[config.mk]
export PLATFORM = sky130hd
export DESIGN_NAME = frame_queue_reader
export DESIGN_NICKNAME = d
export VERILOG_FILES = /design/src/rtl/frame_queue_pkg.sv /design/src/rtl/frame_queue_reader_burst_buffer.sv /design/src/rtl/frame_queue_reader.sv
export SDC_FILE = /design/constraint.sdc
export NUM_CORES = 1
export LEC_CHECK = 0
export ABC_AREA = 1
export ABC_CLOCK_PERIOD_IN_PS = 5000
export CORE_MARGIN = 2
export CORE_UTILIZATION = 25
export CTS_BUF_LIST = sky130_fd_sc_hd__clkbuf_4 sky130_fd_sc_hd__clkbuf_8
export CTS_CLUSTER_DIAMETER = 100
export DETAILED_ROUTE_END_ITERATION = 10
export DONT_BUFFER_PORTS = 1
export PLACE_DENSITY_LB_ADDON = 0.05
export SLEW_MARGIN = 40
export SYNTH_ARGS = -nofsm -noshare
export SYNTH_HDL_FRONTEND = slang
export SYNTH_SLANG_ARGS = --single-unit
[constraint.sdc]
create_clock -name MemClk -period 5 [get_ports MemClk]
set_clock_uncertainty 0.2 [all_clocks]
set_input_delay 0.5 -clock MemClk [delete_from_list [all_inputs] [get_ports MemClk]]
set_output_delay 0.5 -clock MemClk [all_outputs]
set_load 0.03 [all_outputs]
[src/rtl/frame_queue_pkg.sv]
// Shared definitions for the frame queue between the camera-side writer and
// the memory-side reader.
//   MARK_FS / MARK_RS / MARK_FE : 17-bit in-band marker words (bit 16 set)
//   fqr_state_t                 : reader FSM states
//   word_kind_t / classify()    : decode of one queue word
package frame_queue_pkg;

    localparam logic [16:0] MARK_FS = 17'h10000;
    localparam logic [16:0] MARK_RS = 17'h10001;
    localparam logic [16:0] MARK_FE = 17'h1FFFF;

    typedef enum logic [2:0] {
        ST_IDLE,
        ST_WAIT_FS,
        ST_WAIT_RS,
        ST_FILL,
        ST_REQUEST,
        ST_BURST,
        ST_FRAME_END
    } fqr_state_t;

    typedef enum logic [2:0] {
        WK_PIXEL,
        WK_FS,
        WK_RS,
        WK_FE,
        WK_BAD
    } word_kind_t;

    // Any word with bit 16 clear is a pixel; bit 16 set must be a known marker.
    function automatic word_kind_t classify(input logic [16:0] w);
        if (!w[16])            return WK_PIXEL;
        else if (w == MARK_FS) return WK_FS;
        else if (w == MARK_RS) return WK_RS;
        else if (w == MARK_FE) return WK_FE;
        return WK_BAD;
    endfunction

endpackage

[src/rtl/frame_queue_reader_burst_buffer.sv]
// One-burst staging buffer: DEPTH x 16 bit, one write port, one read port with
// a registered output (read data appears the cycle after raddr is presented).
//   clk          : clock
//   we/waddr/wdata : write port
//   raddr/rdata  : registered read port
module frame_queue_reader_burst_buffer #(
    parameter int DEPTH = 32,
    parameter int IDX_W = 5
) (
    input  logic             clk,
    input  logic             we,
    input  logic [IDX_W-1:0] waddr,
    input  logic [15:0]      wdata,
    input  logic [IDX_W-1:0] raddr,
    output logic [15:0]      rdata
);

    logic [15:0] mem_reg [DEPTH];

    // No reset on the array or the read register so the tools can map this
    // onto block RAM; the consumer masks rdata outside of a burst.
    always_ff @(posedge clk) begin
        if (we) begin
            mem_reg[waddr] <= wdata;
        end
        rdata <= mem_reg[raddr];
    end

endmodule

[src/rtl/frame_queue_reader.sv]
// Drains a 17-bit frame queue (pixels plus FS/RS/FE markers), stages pixels in
// a one-burst buffer and writes them to memory as fixed-length bursts.
//   MemClk, nRST        : clock, asynchronous active-low reset
//   queue_data/empty/rd_en : FIFO read side, data valid the cycle after rd_en
//   mem_ready           : memory controller is initialised
//   wr_req/grant/addr   : burst request handshake, addr held until grant
//   wr_data/_valid      : burst data beats, in buffer order
//   frame_done/error    : one-cycle status pulses
module frame_queue_reader
    import frame_queue_pkg::*;
#(
    parameter int          FRAME_WIDTH  = 640,
    parameter int          FRAME_HEIGHT = 480,
    parameter int          BURST_WORDS  = 32,
    parameter logic [20:0] BASE_ADDR    = 21'd0
) (
    input  logic        MemClk,
    input  logic        nRST,
    input  logic [16:0] queue_data,
    input  logic        queue_empty,
    output logic        queue_rd_en,
    input  logic        mem_ready,
    output logic        wr_req,
    input  logic        wr_grant,
    output logic [20:0] wr_addr,
    output logic [15:0] wr_data,
    output logic        wr_data_valid,
    output logic        frame_done,
    output logic        frame_error
);

    localparam int              IDX_W    = (BURST_WORDS > 1) ? $clog2(BURST_WORDS) : 1;
    localparam logic [20:0]     FW       = 21'(FRAME_WIDTH);
    localparam logic [20:0]     FH       = 21'(FRAME_HEIGHT);
    localparam logic [20:0]     BW       = 21'(BURST_WORDS);
    localparam logic [IDX_W-1:0] LAST_IDX = IDX_W'(BURST_WORDS - 1);

    fqr_state_t       state_reg, state_next;
    logic [20:0]      row_reg, row_next;
    logic [20:0]      col_reg, col_next;
    logic [IDX_W-1:0] fill_idx_reg, fill_idx_next;
    logic [IDX_W-1:0] beat_reg, beat_next;
    logic             rd_pending_reg;
    logic             done_reg, done_next;
    logic             err_reg, err_next;

    logic             rd_consume;
    logic             buf_we;
    logic [IDX_W-1:0] buf_raddr;
    logic [15:0]      buf_rdata;
    word_kind_t       kind;

    assign kind = classify(queue_data);

    // Reads are only launched when no word is awaiting decode, so the cycle
    // that decodes a word never has a read in flight. This keeps a word from
    // landing while the FSM sits in REQUEST/BURST.
    assign queue_rd_en = rd_consume && !rd_pending_reg && !queue_empty;

    always_comb begin
        state_next    = state_reg;
        row_next      = row_reg;
        col_next      = col_reg;
        fill_idx_next = fill_idx_reg;
        beat_next     = beat_reg;
        done_next     = 1'b0;
        err_next      = 1'b0;
        buf_we        = 1'b0;
        rd_consume    = 1'b0;

        case (state_reg)
            ST_IDLE: begin
                if (mem_ready) state_next = ST_WAIT_FS;
            end

            ST_WAIT_FS: begin
                rd_consume = mem_ready;
                if (rd_pending_reg) begin
                    if (kind == WK_FS) begin
                        row_next      = '0;
                        col_next      = '0;
                        fill_idx_next = '0;
                        state_next    = ST_WAIT_RS;
                    end
                end else if (!mem_ready) begin
                    state_next = ST_IDLE;
                end
            end

            ST_WAIT_RS: begin
                rd_consume = 1'b1;
                if (rd_pending_reg) begin
                    case (kind)
                        WK_RS: begin
                            col_next      = '0;
                            fill_idx_next = '0;
                            state_next    = ST_FILL;
                        end
                        WK_FE: state_next = ST_FRAME_END;
                        WK_FS: begin
                            err_next      = 1'b1;
                            row_next      = '0;
                            col_next      = '0;
                            fill_idx_next = '0;
                        end
                        WK_PIXEL: err_next = 1'b1;
                        default: begin
                            err_next   = 1'b1;
                            state_next = ST_WAIT_FS;
                        end
                    endcase
                end
            end

            ST_FILL: begin
                rd_consume = 1'b1;
                if (rd_pending_reg) begin
                    case (kind)
                        WK_PIXEL: begin
                            buf_we   = 1'b1;
                            col_next = col_reg + 21'd1;
                            if (fill_idx_reg == LAST_IDX) begin
                                fill_idx_next = '0;
                                state_next    = ST_REQUEST;
                            end else begin
                                fill_idx_next = fill_idx_reg + IDX_W'(1);
                            end
                        end
                        // Short row: drop the partial burst, count the row and
                        // treat the RS as the start of the next row.
                        WK_RS: begin
                            err_next      = 1'b1;
                            row_next      = row_reg + 21'd1;
                            col_next      = '0;
                            fill_idx_next = '0;
                        end
                        // Short last row: the error pulse covers the short row
                        // and the frame-end verdict is folded into the same
                        // cycle, so frame_error stays a single pulse.
                        WK_FE: begin
                            err_next      = 1'b1;
                            done_next     = ((row_reg + 21'd1) == FH);
                            fill_idx_next = '0;
                            row_next      = row_reg + 21'd1;
                            state_next    = ST_WAIT_FS;
                        end
                        WK_FS: begin
                            err_next      = 1'b1;
                            row_next      = '0;
                            col_next      = '0;
                            fill_idx_next = '0;
                            state_next    = ST_WAIT_RS;
                        end
                        default: begin
                            err_next      = 1'b1;
                            fill_idx_next = '0;
                            state_next    = ST_WAIT_FS;
                        end
                    endcase
                end
            end

            ST_REQUEST: begin
                if (wr_grant) begin
                    beat_next  = '0;
                    state_next = ST_BURST;
                end
            end

            ST_BURST: begin
                if (beat_reg == LAST_IDX) begin
                    if (col_reg < FW) begin
                        state_next = ST_FILL;
                    end else begin
                        row_next   = row_reg + 21'd1;
                        state_next = ST_WAIT_RS;
                    end
                end else begin
                    beat_next = beat_reg + IDX_W'(1);
                end
            end

            ST_FRAME_END: begin
                if (row_reg == FH) done_next = 1'b1;
                else               err_next  = 1'b1;
                state_next = ST_WAIT_FS;
            end

            default: state_next = ST_IDLE;
        endcase
    end

    // Read address runs one beat ahead of the data: word 0 is fetched while
    // waiting for the grant, word n+1 while beat n is on the bus.
    always_comb begin
        buf_raddr = '0;
        if (state_reg == ST_BURST && beat_reg != LAST_IDX) begin
            buf_raddr = beat_reg + IDX_W'(1);
        end
    end

    always_ff @(posedge MemClk or negedge nRST) begin
        if (!nRST) begin
            state_reg      <= ST_IDLE;
            row_reg        <= '0;
            col_reg        <= '0;
            fill_idx_reg   <= '0;
            beat_reg       <= '0;
            rd_pending_reg <= 1'b0;
            done_reg       <= 1'b0;
            err_reg        <= 1'b0;
        end else begin
            state_reg      <= state_next;
            row_reg        <= row_next;
            col_reg        <= col_next;
            fill_idx_reg   <= fill_idx_next;
            beat_reg       <= beat_next;
            rd_pending_reg <= queue_rd_en;
            done_reg       <= done_next;
            err_reg        <= err_next;
        end
    end

    frame_queue_reader_burst_buffer #(
        .DEPTH (BURST_WORDS),
        .IDX_W (IDX_W)
    ) u_burst_buffer (
        .clk   (MemClk),
        .we    (buf_we),
        .waddr (fill_idx_reg),
        .wdata (queue_data[15:0]),
        .raddr (buf_raddr),
        .rdata (buf_rdata)
    );

    // col_reg already counts the buffered burst, hence the BW back-off.
    assign wr_req        = (state_reg == ST_REQUEST);
    assign wr_addr       = wr_req ? (BASE_ADDR + row_reg * FW + col_reg - BW) : '0;
    assign wr_data_valid = (state_reg == ST_BURST);
    assign wr_data       = wr_data_valid ? buf_rdata : '0;
    assign frame_done    = done_reg;
    assign frame_error   = err_reg;

endmodule

* Word-level counts from Yosys, hierarchy flattened
Memory sizes are Yosys's and may differ from the RTL's. A register that Yosys moved wholly into a read port is not among the register bits. Index checks and enable logic that the tools add are counted.
Cells by class: $add $sub $neg 6, $mul 1, div/mod/pow operators 0, $lt $le $gt $ge 1, equal/unequal tests 36, shift operators 0, mux-type cells 64, bitwise logic cells 0, reduce and logical (&&, ||, !) cells 20
Operator list (count):
- $mux 21 | 9
- $pmux 21 s3 | 2
- $pmux 21 s2 | 2
- $eq 17x17->1 const B | 3
- $mux 5 | 10
- $add 21x1->21 const B | 2
- $eq 21x9->1 const B | 2
- $mux 3 | 14
- $add 21x21->21 | 1
- $lt 21x10->1 const B | 1
- $mul 21x3->14 const B | 1
- $pmux 3 s7 | 1
- $sub 21x6->21 const B | 1
- $ne 2x2->1 const B | 10
- $mux 1 | 18
- $pmux 3 s3 | 2
- $mux 16 | 1
- $ne 3x3->1 const B | 5
- $pmux 5 s3 | 1
- $reduce_and 7->1 | 2
- $eq 3x2->1 const B | 4
- $add 5x1->5 const B | 2
- $eq 5x5->1 const B | 2
- $pmux 5 s2 | 1
- other kinds (15) | 31
Storage, ports and cells: bits in registers 58, latch bits 0, bits in writable memories 512, memory bits (read-only) 0, input bits 22, output and inout port bits 42, word-level logic and storage cells 137, memories 1
Memory list:
- u_burst_buffer.mem_reg | words 32, bits a word 16, rd ports 1, clocked after memory_dff 1, wr ports 1, RTL line frame_queue_reader_burst_buffer.sv:18 | logic [15:0] mem_reg [DEPTH];

* Logic depth before layout (Yosys ltp)
Gate-level depths: netlist of the first run.
depth in word-level cells 12, mapped depth 20

* Modules after synthesis
From an unflattened synthesis of the first run, not the netlist that was laid out.
Second synthesis, totals: cell total of the unflattened synthesis 2741, area, all modules 27331.2 sq um
By module, submodules not included:
- frame_queue_reader_burst_buffer | times used 1, cells an instance 1794, area each 21301.7 sq um, seq. area each 15695.1 sq um
- frame_queue_reader | times used 1, cells an instance 947, area each 6029.5 sq um, seq. area each 1451.4 sq um

* Worst setup path after synthesis of the first run
Ideal clock, no wire load.
kind reg-to-output, start reg row_reg[1], end out wr_addr[19], arrival time 3458 ps, slack 842 ps, stages on the path, launching flop included 16, buffers on the path 0, cells stage by stage dfrtp_1 > ha_1 > ha_1 > fa_1 > a21oi_1 > o21ai_0 > xor2_1 > ha_1 > inv_1 > ha_1 > inv_1 > nor3_1 > a21oi_1 > nand2_1 > o21ai_0 > a21oi_1
Between the ends: longest elaborated chain between the ends 4
Ends and longest elaborated chain:
- start, declared | RTL line frame_queue_reader.sv:39 | logic [20:0] row_reg, row_next;
- start signal, assigned | RTL line frame_queue_reader.sv:214 | row_reg <= row_next;
- $mul 21x3->14 | RTL line frame_queue_reader.sv:238 | assign wr_addr = wr_req ? (BASE_ADDR + row_reg * FW + col_reg - BW) : '0;
- $add 21x21->21 | RTL line frame_queue_reader.sv:238
- $sub 21x6->21 | RTL line frame_queue_reader.sv:238
- $mux 21 | RTL line frame_queue_reader.sv:238
- end, declared | RTL line frame_queue_reader.sv:25 | output logic [20:0] wr_addr,
No other way between the ends.

* Final worst setup path of the first run
start reg row_reg[0], end out wr_addr[20]
Same word-level chain as after synthesis.

==> results of run 1 <==
-- power breakdown --
group          internal [mW]  total [mW]  switching, mW
clock                   2.68        4.82           2.14
sequential              5.46        5.60          0.143
combinational          0.682        2.42           1.74
-- Yosys cell counts (9+ instances only) --
cell	instances	area (um2)
buf_2	75	375
nand2_1	630	2360
o21ai_0	66	330
dfxtp_1	16	320
nand4_1	40	250
o211ai_1	211	1580
inv_1	388	1460
buf_1	9	33.8
edfxtp_1	512	15400
dfrtp_1	58	1450
nor2_1	153	574
nor3_1	27	135
clkbuf_1	25	93.8
o21ai_1	11	55.1
nand3_1	266	1330
xor2_1	27	236
a21oi_1	37	185
ha_1	60	751
-- worst max-delay path, cell delays in order, from the launching register on --
cell	delay, ps
dfrtp_2	480
ha_1	250
ha_4	180
fa_2	450
nand3_1	120
nand2_1	70
xor2_1	160
ha_1	290
inv_2	50
ha_4	280
nand2_1	80
nor2_2	130
nand3_1	110
nand3_2	140
nand2_1	70
nand3_1	90
nand3_1	80
nand2_1	60
nor2_1	40
buf_4	160
-- routing by layer --
layer,up-vias,wire length (um),GRT usage (%)
met5,-,38,0
met4,6,1770,4.54
met3,127,5380,3.24
met2,454,44800,28.0
met1,9542,44300,23.4
li1,9372,-,-
-- kinds of logic after synthesis --
kind of cell / Yosys count / synth area share [%]
xor+xnor: 33 / 1.06
compound gates: 341 / 8.30
buf+inv: 514 / 7.58
fa+ha+maj: 62 / 2.89
flops: 586 / 62.6
simple gates: 1134 / 17.6
-- timing repair --
item / in CTS / in global routing
pin swaps: 0 / 12
hold endpoints to repair: 580 / 0
setup buffers: 2 / 3
endpoints found under the setup margin: 7 / 8
resized for setup: 17 / 42
hold buffers: 37 / 0
-- worst max-delay path by stage --
stage	from	endpoint	slack, ps	cells after the start
finish	row_reg[0]	wr_addr[20]	240	19
global route	row_reg[5]	wr_addr[20]	-10	18
CTS	row_reg[4]	wr_addr[19]	-5	17
detailed placement	row_reg[5]	wr_addr[18]	670	18
global placement	row_reg[5]	wr_addr[18]	630	18
floorplan	row_reg[1]	wr_addr[19]	840	15
-- through the flow --
step | utilization, % | std cells | cell area, um2 | worst slack (ps) | TNS [ps]
global placement | 26.9 | 4026 | 29300 | 631 | 0
floorplan | - | 2670 | 27400 | 842 | 0
finish | 29.9 | 4284 | 32500 | 240 | 0
detailed placement | 27.0 | 4026 | 29300 | 672 | 0
global route | 29.8 | 4278 | 32400 | -9.72 | -9.72
CTS | 29.6 | 4269 | 32200 | -4.59 | -4.59
-- final cells by class --
type / instances / area, um2 / share of cell area [%]
Antenna cell: 12 / 30.0 / 0.0925
Clock buffer: 170 / 2030 / 6.26
Clock inverter: 34 / 219 / 0.675
Inverter: 394 / 1480 / 4.56
Multi-Input combinational cell: 1570 / 8570 / 26.4
Sequential cell: 586 / 17200 / 52.9
Tap cell: 1414 / 1770 / 5.45
Timing Repair Buffer: 104 / 1190 / 3.67
==> qor.csv, run 1 <==
metric;value;unit
largest_reg_flops;512;
synth_fp_nets;2754;
fin_crit;4760;ps
ir_worst_vdd;0.207;mV
r2r_end;u_burst_buffer.rdata[15];
setup_viol;0;
drc;0;
fin_crit_sh;95.2;%
place.gp.congestion;0.816;
max_cap_violations;0;
grt_pass1_vias;19700;
p_leak;12.7;nW
syn_area;0.0274;mm2
drive_gt1_share;13.3;%
cts_tree;done;
final_antenna_net_count;0;
critPathArrivalTime;4060;ps
core.rowCount;121;
syn_to_final_growth;18.5;%
synthFlopType;edfxtp_1;
cts-buffers-inserted;110;
cts.reportedPaths.clkPinSlew;60;ps
ys_ff_latch;586;
totalWireLength;96200;um
grt-ovfl-total;0;
crit_fanout;9;
crit_type;reg -> out;
die_w;335;um
rr_worst_depth;13;
timing.hold.ws;77.8;ps
num-fill-cells;11300;
drt_pass1_iterations;5;
start_kind;flop;
grt_pass1_wl;140000;um
syn_inst;2670;
synth.distinct_cells;41;
worst_pin_slew;808;ps
ys_seq_area_share;62.6;%
vias;19500;
grt_util_all_layers;17.2;%
min-delay-start;wr_grant;
slew_headroom;46.0;%
cts_buffer_depth;3;
start_util;25.2;%
rr_startpoint;beat_reg[0];
rrSetupSlack;1430;ps
final_max_slew_viol_count;0;
antenna_found_initial;15;
status;complete, no violations;
synth_edf_count;512;
die_area;0.112;mm2
ys_warn_count;0;
cts.htree.levels;3;
avgRoutedWirePerCell;22.5;um
ioPinCount;64;
endpoint_kind;output pin;
root_buffer;clkbuf_8;
synthArstFlopShare;9.90;%
die_h;335;um
finalHoldViolCount;0;
worstHoldPathType;in -> reg;
final_cell_mix;nand2_1, edfxtp_1, inv_1;
insertion_delay;760;ps
nets;2850;
final_common_cell;nand2_1;
via_per_inst;4.55;
core_area;0.109;mm2
p_total;12.8;mW
numPortBuffers;0;
syn_area_per_cell;10.3;um2
cts_sinks;586;
fmaxAchievable;210;MHz
whs_path_depth;4;
min_to;beat_reg[4];
power_density;396;mW/mm2
dp_hpwl;54100;um
first_iter_violations;1212;
grt_max_degree;83;
worstPathRequired;4300;ps
Power figures use the tool's default switching activity.
==> inputs of run 2 (changes only) <==
--- a/config.mk
+++ b/config.mk
@@ -5,7 +5,6 @@
 export SDC_FILE = /design/constraint.sdc
 export NUM_CORES = 1
 export LEC_CHECK = 0
-export ABC_AREA = 1
 export ABC_CLOCK_PERIOD_IN_PS = 5000
 export CORE_MARGIN = 2
 export CORE_UTILIZATION = 25
@@ -13,7 +12,7 @@
 export CTS_CLUSTER_DIAMETER = 100
 export DETAILED_ROUTE_END_ITERATION = 10
 export DONT_BUFFER_PORTS = 1
-export PLACE_DENSITY_LB_ADDON = 0.05
+export PLACE_DENSITY_LB_ADDON = 0.25
 export SLEW_MARGIN = 40
 export SYNTH_ARGS = -nofsm -noshare
 export SYNTH_HDL_FRONTEND = slang
==> run 2 against run 1 <==
Sequential power decreased by 3.9%. Die area shrank 8.1%. Synthesized cell count is 36% lower. Critical path depth decreased by 3. Register-to-register slack worse by 400 ps. Routed wire length decreased by 25%. Total power decreased by 18%. Sequential cell count unchanged. Maximum frequency shrank 4.3%.
==> qor.csv, run 2 <==
metric;value;unit
ys_top_cells_by_area;edfxtp_1, dfrtp_1, mux4_2;
avgRoutedWirePerCell;22.4;um
start_kind;flop;
cts_tree;done;
layout_setup_ws;28.3;ps
cts_buffer_depth;3;
critPathMaxStageDelay;490;ps
syn_inst;1710;
switching_share;23.8;%
start_util;25.2;%
fmaxAchievable;201;MHz
synth_simple_gate_area_share;6.92;%
post-synth-top-count-cell;edfxtp_1;
slew_headroom;43.1;%
endpoint_kind;output pin;
cts_sinks;586;
stdcell_count;3217;
multi_input_area;0.00762;mm2
crit_chain;ha_1, ha_1, nand3_1, o211ai_1, nor2_1, xor2_1, ha_1, inv_2, ha_4, nand2_4, buf_4, a211oi_2, o31a_1, o21ai_1, nor3b_2, buf_4;
worstPathRequired;4300;ps
numPortBuffers;0;
cts.htree.levels;3;
final_antenna_net_count;0;
synth-compound-area-share;11.8;%
core_area;0.0999;mm2
switching_power;2.50;mW
yosys.area.top_type;edfxtp_1;
finalHoldViolCount;0;
antenna_found_initial;5;
synthAdderAreaFrac;3.14;%
critPathArrivalTime;4270;ps
synth_mux_area_share;5.93;%
worst_path_most_repeated_cell;ha_1;
crit_fanout;8;
yosysTopAreaCellShare;61.1;%
status;complete, no violations;
power.internal;8.02;mW
via_per_inst;4.93;
syn_area_per_cell;14.7;um2
synth_edf_count;512;
synth_top_family_by_area;compound AO/OA/AOI/OAI gates;
power_frac_seq;51.2;%
syn_area;0.0252;mm2
fin_tns_setup;0;ps
root_buffer;clkbuf_8;
dp_hpwl;41900;um
ir_worst_vdd;0.173;mV
synthArstFlopShare;9.90;%
worstHoldPathType;in -> async;
synth.distinct_cells;71;
ys_ff_latch;586;
core.rowCount;116;
num-fill-cells;9961;
first_iter_violations;1311;
seq_area;0.0172;mm2
synth_common_cells;edfxtp_1, o221ai_1, nor2_1;
drt_pass1_iterations;5;
worst_pin_slew;850;ps
cts-buffers-inserted;101;
ys_seq_area_share;68.2;%
setup_viol;0;
grt-ovfl-total;0;
rsz0062_at_grt;yes;
dp_slack;336;ps
crit_type;reg -> out;
totalWireLength;72100;um
syn_to_final_growth;19.4;%
place_area;0.0269;mm2
critical_path.top_delay_family;adder cells;
cpMaxStageDelayCell;dfrtp_1;
cts.reportedPaths.clkPinSlew;60;ps
die_w;321;um
final_common_cell;edfxtp_1;
grt_util_all_layers;13.8;%
p_leak;10.1;nW
synthXorXnorAreaFrac;1.01;%
ioPinCount;64;
grt_pass1_vias;16100;
p_comb_share;6.0;%
synth_fp_nets;1794;
place.gp.congestion;0.810;
final_max_slew_viol_count;0;
vias;15900;
drc;0;
drive_gt1_share;20.8;%
final_cell_mix;edfxtp_1, o221ai_1, clkbuf_8;
largest_reg_flops;512;
p_total;10.5;mW
die_area;0.103;mm2
insertion_delay;720;ps
grt_max_degree;62;
place_inst;2973;
clock_power_share;42.8;%
ys_warn_count;0;
crit_buf_inv;3;
synthFlopType;edfxtp_1;
grt_pass1_wl;107000;um
power_density;350;mW/mm2
fin_crit;4970;ps
fin_crit_sh;99.4;%
die_h;321;um
postLayoutCellArea;0.0300;mm2
nets;1917;
max_cap_violations;0;
[run 2: changes by cell type after synthesis, moves of 49 or more]
cell      delta
o211ai_1   -210
buf_2       -49
o221ai_1   +112
mux4_2      +64
a211oi_1    +53
inv_1      -322
nand3_1    -236
nand2_1    -554
nor2_1      -49
[run 2: final timing paths]
| kind | start | to | slack (ps) | cells after the start |
|---|---|---|---|---|
| setup / recovery | row_reg[6] | wr_addr[20] | 30 | 16 |
| hold / removal | nRST | row_reg[18] | 120 | 2 |
| setup reg to reg | beat_reg[0] | u_burst_buffer.rdata[8] | 1030 | 9 |
| hold reg to reg | beat_reg[4] | beat_reg[4] | 320 | 1 |
| max in group asynchronous | nRST | beat_reg[0] | 4190 | 2 |
| min in group MemClk | queue_data[16] | col_reg[0] | 130 | 5 |
[run 2: area by class of cell]
cell class | instances | share of cell area [%]
sequential | 586 | 57.1
multi-input combinational | 951 | 25.4
clock buffer | 135 | 5.60
tap | 1298 | 5.41
timing repair buffer | 127 | 4.32
clock inverter | 52 | 1.35
inverter | 66 | 0.833
antenna | 2 | 0.0167
[run 2: layer usage]
layer  vias to the layer above  part of all wire (%)  GRT usage, %
met5                         -                     0             0
met4                         0                   2.0          3.78
met3                       114                   5.7          2.81
met2                       482                    48          22.6
met1                      8185                    45          18.6
li1                       7078                     -             -
[run 2: worst reg2reg max path, stage by stage (launching register included)]
cell and delay [ps]:
dfrtp_1 430, ha_1 270, and3_1 200, ha_1 270, nor2_4 380, and2_4 490
buf_12 400, mux4_2 410, a211oi_1 620, nor4_1 190
[run 2: cells by family after synthesis]
family          after synthesis
buf+inv                     173
simple gates                349
compound gates              442
mux                          69
fa+ha+maj                    62
xor+xnor                     29
flops                       586
[run 2: timing repair]
item	in CTS	in global routing
setup endpoints to repair	8	5
buffers inserted	15	1
hold buffers	39	0
hold endpoints to repair	601	0
pin swaps	32	15
gates resized for setup	35	17
[run 2: power groups by stage]
stage	combinational, mW	clock (mW)	sequential (mW)
after floorplan	0.398	0	5.45
after detailed placement	0.507	0	5.48
after CTS	0.642	4.63	5.38
after global routing	0.701	4.84	5.38
after global placement	0.503	0	5.48
final	0.634	4.50	5.38
[run 2: metrics by stage]
stage	hold slack [ps]	utilization [%]
2_1_floorplan	4.41	-
5_1_grt	116	30.1
3_5_place_dp	8.74	27.0
3_3_place_gp	8.98	27.0
6_report	119	30.1
4_1_cts	57.5	30.0
